$ cat config.mk
export PLATFORM = sky130hd
export DESIGN_NAME = ex_hazard_sequencer_flat
export DESIGN_NICKNAME = d
export VERILOG_FILES = /design/src/rtl/ex_hazard_sequencer_if.sv /design/src/rtl/ex_hazard_sequencer.sv /design/src/flat_wrapper.sv
export SDC_FILE = /design/constraint.sdc
export NUM_CORES = 1
export LEC_CHECK = 0
export ABC_CLOCK_PERIOD_IN_PS = 2000
export BUFFER_PORTS_ARGS = -buffer_cell sky130_fd_sc_hd__buf_2
export CORE_MARGIN = 10
export CORE_UTILIZATION = 35
export DETAILED_ROUTE_END_ITERATION = 10
export GPL_TIMING_DRIVEN = 1
export PLACE_DENSITY_LB_ADDON = 0.08
export SETUP_SLACK_MARGIN = 0.15
export SLEW_MARGIN = 20
export SYNTH_ARGS = -nofsm -noshare
export SYNTH_HDL_FRONTEND = slang
export SYNTH_SLANG_ARGS = --single-unit
$ cat constraint.sdc
create_clock -name clk -period 2 [get_ports clk]
set_clock_uncertainty 0.05 [all_clocks]
set_input_delay 0.1 -clock clk [delete_from_list [all_inputs] [get_ports clk]]
set_output_delay 0.1 -clock clk [all_outputs]
set_load 0.1 [all_outputs]
$ cat src/rtl/ex_hazard_sequencer_if.sv
// Control bundle between the ID/EX pipeline registers and the EX hazard sequencer.
// The pipeline side drives hazard inputs (master); the sequencer returns stall/flush controls (slave).
interface ex_hazard_sequencer_if #(
   parameter int IDX_W  = 3,
   parameter int PERF_W = 16
);
   logic [4:0]        ifid_rs1;
   logic [4:0]        ifid_rs2;
   logic              ifid_uses_rs2;
   logic [4:0]        idex_rd;
   logic              idex_memtoreg;
   logic              idex_WVRwrite;
   logic              idex_SVRwrite;
   logic [1:0]        idex_VL;
   logic              branch_taken;
   logic              pc_write;
   logic              ifid_write;
   logic              ifid_flush;
   logic              idex_hold;
   logic              idex_flush;
   logic [IDX_W-1:0]  elem_idx;
   logic              elem_last;
   logic              vec_busy;
   logic [PERF_W-1:0] stall_cycles;

   modport master (
      output ifid_rs1, ifid_rs2, ifid_uses_rs2, idex_rd, idex_memtoreg,
             idex_WVRwrite, idex_SVRwrite, idex_VL, branch_taken,
      input  pc_write, ifid_write, ifid_flush, idex_hold, idex_flush,
             elem_idx, elem_last, vec_busy, stall_cycles
   );

   modport slave (
      input  ifid_rs1, ifid_rs2, ifid_uses_rs2, idex_rd, idex_memtoreg,
             idex_WVRwrite, idex_SVRwrite, idex_VL, branch_taken,
      output pc_write, ifid_write, ifid_flush, idex_hold, idex_flush,
             elem_idx, elem_last, vec_busy, stall_cycles
   );
endinterface

$ cat src/rtl/ex_hazard_sequencer.sv
// ID/EX hazard control: load-use bubbles, branch flushes, and multi-element vector
// sequencing that holds ID/EX while stepping an element index; counts stall cycles.
module ex_hazard_sequencer #(
   parameter int IDX_W  = 3,
   parameter int PERF_W = 16
) (
   input logic                   clk,
   input logic                   reset,
   ex_hazard_sequencer_if.slave  bus
);

   typedef enum logic {
      IDLE = 1'b0,
      VEC  = 1'b1
   } state_t;

   state_t            state, state_nx;
   logic [IDX_W-1:0]  cnt, cnt_nx;
   logic [PERF_W-1:0] stall_q;
   logic [IDX_W:0]    n_elems;
   logic [IDX_W-1:0]  last_idx;
   logic              vec;
   logic              lu;

   logic              pc_write_c, ifid_write_c, ifid_flush_c;
   logic              idex_hold_c, idex_flush_c, elem_last_c, vec_busy_c;
   logic [IDX_W-1:0]  elem_idx_c;

   assign vec      = bus.idex_WVRwrite | bus.idex_SVRwrite;
   assign n_elems  = (IDX_W+1)'(1) << bus.idex_VL;
   assign last_idx = IDX_W'(n_elems - (IDX_W+1)'(1));
   assign lu       = bus.idex_memtoreg && (bus.idex_rd != 5'd0) &&
                     ((bus.idex_rd == bus.ifid_rs1) ||
                      (bus.ifid_uses_rs2 && (bus.idex_rd == bus.ifid_rs2)));

   // NOTE: sequential state uses non-blocking assignments and an async reset
   // so every register samples the pre-edge values of the combinational logic.
   always_ff @(posedge clk or posedge reset) begin
      if (reset) begin
         state <= IDLE;
         cnt   <= '0;
      end else begin
         state <= state_nx;
         cnt   <= cnt_nx;
      end
   end

   always_ff @(posedge clk or posedge reset) begin
      if (reset) begin
         stall_q <= '0;
      end else if (!pc_write_c && (stall_q != {PERF_W{1'b1}})) begin
         stall_q <= stall_q + PERF_W'(1);
      end
   end

   // NOTE: every output and next-state value gets a default before any branch,
   // so no path through this block can leave a signal unassigned (no latches).
   always_comb begin
      state_nx     = state;
      cnt_nx       = cnt;
      pc_write_c   = 1'b1;
      ifid_write_c = 1'b1;
      ifid_flush_c = 1'b0;
      idex_hold_c  = 1'b0;
      idex_flush_c = 1'b0;
      elem_idx_c   = cnt;
      elem_last_c  = 1'b0;
      vec_busy_c   = (state == VEC);

      if (reset) begin
         elem_idx_c = '0;
         vec_busy_c = 1'b0;
      end else if (bus.branch_taken) begin
         ifid_flush_c = 1'b1;
         idex_flush_c = 1'b1;
         state_nx     = IDLE;
         cnt_nx       = '0;
      end else if (state == VEC) begin
         // A VL change mid-sequence cannot strand us: anything at or past the end is last.
         if (cnt >= last_idx) begin
            elem_last_c = 1'b1;
            state_nx    = IDLE;
            cnt_nx      = '0;
         end else begin
            pc_write_c   = 1'b0;
            ifid_write_c = 1'b0;
            idex_hold_c  = 1'b1;
            cnt_nx       = cnt + IDX_W'(1);
         end
      end else if (vec && (bus.idex_VL != 2'b00)) begin
         elem_idx_c   = '0;
         pc_write_c   = 1'b0;
         ifid_write_c = 1'b0;
         idex_hold_c  = 1'b1;
         state_nx     = VEC;
         cnt_nx       = IDX_W'(1);
      end else begin
         if (vec) begin
            elem_idx_c  = '0;
            elem_last_c = 1'b1;
         end
         if (lu) begin
            pc_write_c   = 1'b0;
            ifid_write_c = 1'b0;
            idex_flush_c = 1'b1;
         end
      end
   end

   assign bus.pc_write     = pc_write_c;
   assign bus.ifid_write   = ifid_write_c;
   assign bus.ifid_flush   = ifid_flush_c;
   assign bus.idex_hold    = idex_hold_c;
   assign bus.idex_flush   = idex_flush_c;
   assign bus.elem_idx     = elem_idx_c;
   assign bus.elem_last    = elem_last_c;
   assign bus.vec_busy     = vec_busy_c;
   assign bus.stall_cycles = stall_q;

endmodule

$ cat src/flat_wrapper.sv
// flat-port wrapper written by rule: the top's interface ports become plain ports
module ex_hazard_sequencer_flat 
#(
   parameter int IDX_W  = 3,
   parameter int PERF_W = 16
)
  (clk, reset, bus_ifid_rs1, bus_ifid_rs2, bus_ifid_uses_rs2, bus_idex_rd, bus_idex_memtoreg, bus_idex_WVRwrite, bus_idex_SVRwrite, bus_idex_VL, bus_branch_taken, bus_pc_write, bus_ifid_write, bus_ifid_flush, bus_idex_hold, bus_idex_flush, bus_elem_idx, bus_elem_last, bus_vec_busy, bus_stall_cycles);
  ex_hazard_sequencer_if #(.IDX_W(IDX_W), .PERF_W(PERF_W)) bus_i ();
  input logic clk;
  input logic reset;
  input wire logic [$bits(bus_i.ifid_rs1)-1:0] bus_ifid_rs1;
  input wire logic [$bits(bus_i.ifid_rs2)-1:0] bus_ifid_rs2;
  input wire logic [$bits(bus_i.ifid_uses_rs2)-1:0] bus_ifid_uses_rs2;
  input wire logic [$bits(bus_i.idex_rd)-1:0] bus_idex_rd;
  input wire logic [$bits(bus_i.idex_memtoreg)-1:0] bus_idex_memtoreg;
  input wire logic [$bits(bus_i.idex_WVRwrite)-1:0] bus_idex_WVRwrite;
  input wire logic [$bits(bus_i.idex_SVRwrite)-1:0] bus_idex_SVRwrite;
  input wire logic [$bits(bus_i.idex_VL)-1:0] bus_idex_VL;
  input wire logic [$bits(bus_i.branch_taken)-1:0] bus_branch_taken;
  output wire logic [$bits(bus_i.pc_write)-1:0] bus_pc_write;
  output wire logic [$bits(bus_i.ifid_write)-1:0] bus_ifid_write;
  output wire logic [$bits(bus_i.ifid_flush)-1:0] bus_ifid_flush;
  output wire logic [$bits(bus_i.idex_hold)-1:0] bus_idex_hold;
  output wire logic [$bits(bus_i.idex_flush)-1:0] bus_idex_flush;
  output wire logic [$bits(bus_i.elem_idx)-1:0] bus_elem_idx;
  output wire logic [$bits(bus_i.elem_last)-1:0] bus_elem_last;
  output wire logic [$bits(bus_i.vec_busy)-1:0] bus_vec_busy;
  output wire logic [$bits(bus_i.stall_cycles)-1:0] bus_stall_cycles;
  assign bus_i.ifid_rs1 = bus_ifid_rs1;
  assign bus_i.ifid_rs2 = bus_ifid_rs2;
  assign bus_i.ifid_uses_rs2 = bus_ifid_uses_rs2;
  assign bus_i.idex_rd = bus_idex_rd;
  assign bus_i.idex_memtoreg = bus_idex_memtoreg;
  assign bus_i.idex_WVRwrite = bus_idex_WVRwrite;
  assign bus_i.idex_SVRwrite = bus_idex_SVRwrite;
  assign bus_i.idex_VL = bus_idex_VL;
  assign bus_i.branch_taken = bus_branch_taken;
  assign bus_pc_write = bus_i.pc_write;
  assign bus_ifid_write = bus_i.ifid_write;
  assign bus_ifid_flush = bus_i.ifid_flush;
  assign bus_idex_hold = bus_i.idex_hold;
  assign bus_idex_flush = bus_i.idex_flush;
  assign bus_elem_idx = bus_i.elem_idx;
  assign bus_elem_last = bus_i.elem_last;
  assign bus_vec_busy = bus_i.vec_busy;
  assign bus_stall_cycles = bus_i.stall_cycles;
  ex_hazard_sequencer #(.IDX_W(IDX_W), .PERF_W(PERF_W)) u_core (.clk(clk), .reset(reset), .bus(bus_i));
endmodule
After elaboration in Yosys (flattened, before gate mapping)
Cells that the tools add are included.

Output and inout bits: 26. Register bits: 20.

Bitwise operators: 2. $lt $le $gt $ge: 1. Equality and inequality tests: 3. Shift operators: 1. Reductions and logical operators: 11. Muxes and demuxes: 33. Add/subtract/negate cells: 3.

Operator list (number): 2-to-1 mux 3 bit (9); 2-to-1 mux 1 bit (24); adder 16 x 1 -> 16 bit, second input constant (1); != test 16 bit, second input constant (1); equality test 5 bit (2); logical AND 1 bit (5); nonzero test 5 bit (1); adder 3 x 1 -> 3 bit, second input constant (1); greater-or-equal comparator 3 bit (1); nonzero test 3 bit (1); << shifter 1 x 2 -> 3 bit, first input constant (1); subtractor 3 x 1 -> 3 bit, second input constant (1); AND reduction 2 bit (1); nonzero test 2 bit (1); zero test 1 bit (1); logical OR 1 bit (1); NOT 1 bit (1); bitwise OR 1 bit (1).

Logic depth before layout (Yosys ltp)
Depth after elaboration: 11. Mapped depth: 9. Mapped depth without buffers: 9.

Least setup slack after synthesis
OpenSTA, ideal clock, no wires.

Path kind: register to output. Start point: register u_core.cnt[0]. End point: output bus_elem_last. Buffers on the path: 0. Cell stages (with the launch flop): 8. Arrival time: 3109 ps. Required time: 1850 ps. Path slack: -1259 ps. Cell sequence: dfrtp_1 inv_1 ha_1 nand2b_1 a21o_1 a21o_1 a21oi_1 nor3_1.

Cells in the longest elaborated chain, start to end: 5.

RTL lines: start: declaration (RTL line ex_hazard_sequencer.sv:18) `logic [IDX_W-1:0] cnt, cnt_nx;`; start signal: assignment (RTL line ex_hazard_sequencer.sv:44) `cnt <= cnt_nx;`; greater-or-equal comparator 3 bit (RTL line ex_hazard_sequencer.sv:80) `if (cnt >= last_idx) begin`; 2-to-1 mux 1 bit (RTL line ex_hazard_sequencer.sv:80); 2-to-1 mux 1 bit (RTL line ex_hazard_sequencer.sv:78) `end else if (state == VEC) begin`; 2-to-1 mux 1 bit (RTL line ex_hazard_sequencer.sv:73) `end else if (bus.branch_taken) begin`; 2-to-1 mux 1 bit (RTL line ex_hazard_sequencer.sv:70) `if (reset) begin`; end: declaration (RTL line flat_wrapper.sv:26) `output wire logic [$bits(bus_i.elem_last)-1:0] bus_elem_last;`.

Every way passes these cells.

Worst setup path in the final report
Start point: register u_core.cnt[1]. End point: output bus_idex_hold.

Cells in the longest elaborated chain, start to end: 5.

RTL lines: greater-or-equal comparator 3 bit (RTL line ex_hazard_sequencer.sv:80); 2-to-1 mux 1 bit (RTL line ex_hazard_sequencer.sv:80); 2-to-1 mux 1 bit (RTL line ex_hazard_sequencer.sv:78); 2-to-1 mux 1 bit (RTL line ex_hazard_sequencer.sv:73); 2-to-1 mux 1 bit (RTL line ex_hazard_sequencer.sv:70); end: declaration (RTL line flat_wrapper.sv:23) `output wire logic [$bits(bus_i.idex_hold)-1:0] bus_idex_hold;`.

Every way passes these cells.

==> results by group <==
Outcome
  – Run status: finished with violations
  – Failing checks: setup timing

Final layout
  – Most frequent cells in the layout: buf_2 (44), buf_4 (16), xnor2_1 (13)
  – Share of layout cells above drive strength 1: 0.581
  – Filler instances: 328
  – Area of the multi-input gates: 972 µm²
  – Most common cell after layout, fill and taps aside: buf_2
  – # nets final: 245
  – Non-Filler Instances: 263
  – Ant diodes: 0
  – Register Area: 538 µm²
  – Area delta synth->final: 62.1%
  – Design Area, Final: 2170 µm²

STA
  – Final period util: 1.08
  – Final slew viol count: 0
  – Max Freq: 0.464 GHz
  – PnR worst setup slack: -0.156 ns
  – Pin slew with the least headroom to its limit: 0.497 ns
  – Tmin final: 2.16 ns
  – Worst slew margin: 0.671
  – Endpoints failing setup: 13
  – Hold Violations, Final: 0
  – WHS: 0.0208 ns
  – RSZ-0062 raised after global routing: true

Synthesis
  – Post-Synthesis Cells: 143
  – #FFs+latches synth: 20
  – Seq/Total Area, Yosys: 0.373
  – Post-Syn Nets: 172
  – Yosys cell types: 35
  – Mean Syn Cell Area: 9.38 µm²
  – Mapped cell area: 1340 µm²
  – Warnings from Yosys: 0

Floorplan
  – # rows: 22
  – Num ports: 50
  – Die area: 6710 µm²
  – Die Ht: 81.9 µm
  – CORE AREA: 3690 µm²
  – Initial Util: 0.364
  – Die Wd: 81.9 µm

Power
  – Reg power frac: 0.270
  – Maximum vdd drop: 1210 µV
  – P per Cell Area: 1000 nW/µm²
  – Sw Share: 0.502
  – Internal: 1090 µW
  – Switching power total: 1100 µW
  – Clock power share: 0.139
  – P_leak: 0.00102 µW
  – Logic pwr share: 0.591

GRT
  – GR Layer Usage met2: 0.205
  – Initial antenna violation count: 0
  – GR Overflow Total: 0
  – Met3 Usage GRT: 0.0404
  – GR Util All Layers: 0.118
  – Global-route wire length before repair: 6350 µm
  – M1 GR Usage: 0.139
  – Grt peak-use layer: met2
  – Vias in the first global route: 1347
  – Largest net degree at the start of global routing: 21

Routing
  – Routed Antenna Nets: 0
  – WL final: 4010 µm
  – Post-DR vias/cell: 5.04
  – # DRC: 0
  – Initial DRC count: 57
  – Avg WL per Cell: 15.2 µm
  – Drt pass-1 iters: 4
  – Total number of vias: 1326

Setup path
  – Worst path required time: 1.85 ns
  – WS Path Type: register to output pin
  – Reg-to-Reg End: u_core.bus.stall_cycles[1]
  – Arr. time, crit path: 2.01 ns
  – Critical Path Start Type: register
  – Largest fanout on the critical path: 2
  – Worst Setup End Kind: output pin
  – Reg-to-Reg Start: u_core.cnt[1]
  – Worst reg2reg setup slack: -0.15 ns
  – FF-to-FF path depth: 7

Placed design
  – Placed cell area: 1930 µm²
  – Pre-CTS setup slack: -0.163 ns
  – Placed Cells: 255
  – Input/output buffers: 49
  – GPL Wtd Cong: 0.902
  – Detailed Place HPWL: 3080 µm

Clock network
  – CTS tree: done
  – Worst skew pair latency: 0.26 ns
  – Clk Tree Root Cell: clkbuf_8
  – CTS Sinks: 20
  – H-tree depth: 1
  – CTS Buf Count: 3
  – Worst-path clk slew: 0.07 ns
  – Max Root-Sink Buffers: 2

Worst hold path
  – Hold crit path type: input port to async pin

Run
  – Max cap viols: 0
metal layers:
metal | up-vias | part of all wire
met5 | - | 0
met3 | 2 | 0.054
met4 | 0 | 0.0020
met2 | 19 | 0.53
met1 | 652 | 0.42
li1 | 653 | -
what timing repair did:
item / 4_1_cts / 5_1_grt
pin swaps: 11 / 12
buffers inserted: 2 / 2
endpoints found under the setup margin: 24 / 25
gates resized for setup: 20 / 13
hold buffers: 0 / 0
gates cloned: 0 / 0
power groups by stage:
stage / logic [µW] / registers (µW) / clock network (µW)
3_3_place_gp: 1150 / 582 / 0
5_1_grt: 1350 / 600 / 334
3_5_place_dp: 1160 / 589 / 0
4_1_cts: 1240 / 584 / 315
2_1_floorplan: 489 / 979 / 0
6_report: 1290 / 589 / 304
worst max-delay path, stage by stage, from the launching register on:
cell and delay, ns:
dfrtp_1 0.39, ha_2 0.18, or4_1 0.46, a21o_1 0.20, buf_4 0.15, a21oi_4 0.17, buf_12 0.20
worst max-delay path by stage:
stage | start | end | slack (ns)
6_report | u_core.cnt[1] | bus_idex_hold | -0.16
5_1_grt | u_core.cnt[1] | u_core.bus.stall_cycles[1] | -0.23
4_1_cts | u_core.cnt[1] | bus_idex_hold | -0.18
3_5_place_dp | u_core.cnt[1] | u_core.bus.stall_cycles[1] | -0.16
3_3_place_gp | u_core.cnt[1] | u_core.bus.stall_cycles[1] | -0.11
2_1_floorplan | u_core.cnt[1] | u_core.cnt[0] | -0.53
layout make-up:
type                    count  share of cell area
clock buffers               4              0.0253
inverters                   6              0.0104
repair buffers             72               0.242
well taps                  48              0.0276
multi-input cells         113               0.447
flip-flops and latches     20               0.247
kinds of logic after synthesis:
family	share of synthesized area
AOI/OAI and AO/OA	0.105
xor gates and xnor gates	0.157
adders and majority gates	0.0466
buffers and inverters	0.0382
DFF	0.373
muxes	0.0112
and+or+nand+nor	0.269
synth_stat cells:
cell	n	area share
buf_6	1	0.0084
a31oi_1	2	0.0093
nor3_1	7	0.026
nor2b_1	1	0.0047
o21ai_2	1	0.0065
nand2_1	5	0.014
dfrtp_1	20	0.37
nand3b_1	1	0.0056
and4_1	3	0.020
nand4_1	6	0.028
nor4_1	1	0.0047
nand2b_1	1	0.0047
nand2_4	2	0.017
buf_2	2	0.0075
o41ai_1	1	0.0065
mux2_4	1	0.011
inv_1	6	0.017
and2b_1	1	0.0056
a22o_1	1	0.0065
o21ai_0	5	0.019
a21oi_1	4	0.015
a21o_1	4	0.022
and2_1	2	0.0093
xnor2_1	15	0.098
and3_1	9	0.042
ha_1	5	0.047
nand3_1	9	0.034
buf_4	1	0.0056
or4_1	2	0.011
a32oi_1	1	0.0065
a21boi_4	1	0.014
nor2_1	11	0.031
and2_0	1	0.0047
or4b_2	1	0.0075
xor2_1	9	0.059
flip-flops by register name, indices dropped and copies added, names as in the netlist:
signal / flops
u_core.bus.stall_cycles: 16
u_core.state: 1
u_core.cnt: 3
stage by stage:
step                setup TNS, ns   util  power, µW
global route                -2.63  0.590       2280
detailed placement         -0.992  0.524       1750
CTS                         -1.72  0.567       2140
finish                      -1.23  0.590       2180
global placement           -0.556  0.524       1730
floorplan                   -2.72      -       1470
No activity file was read; power rests on OpenSTA's default activity.
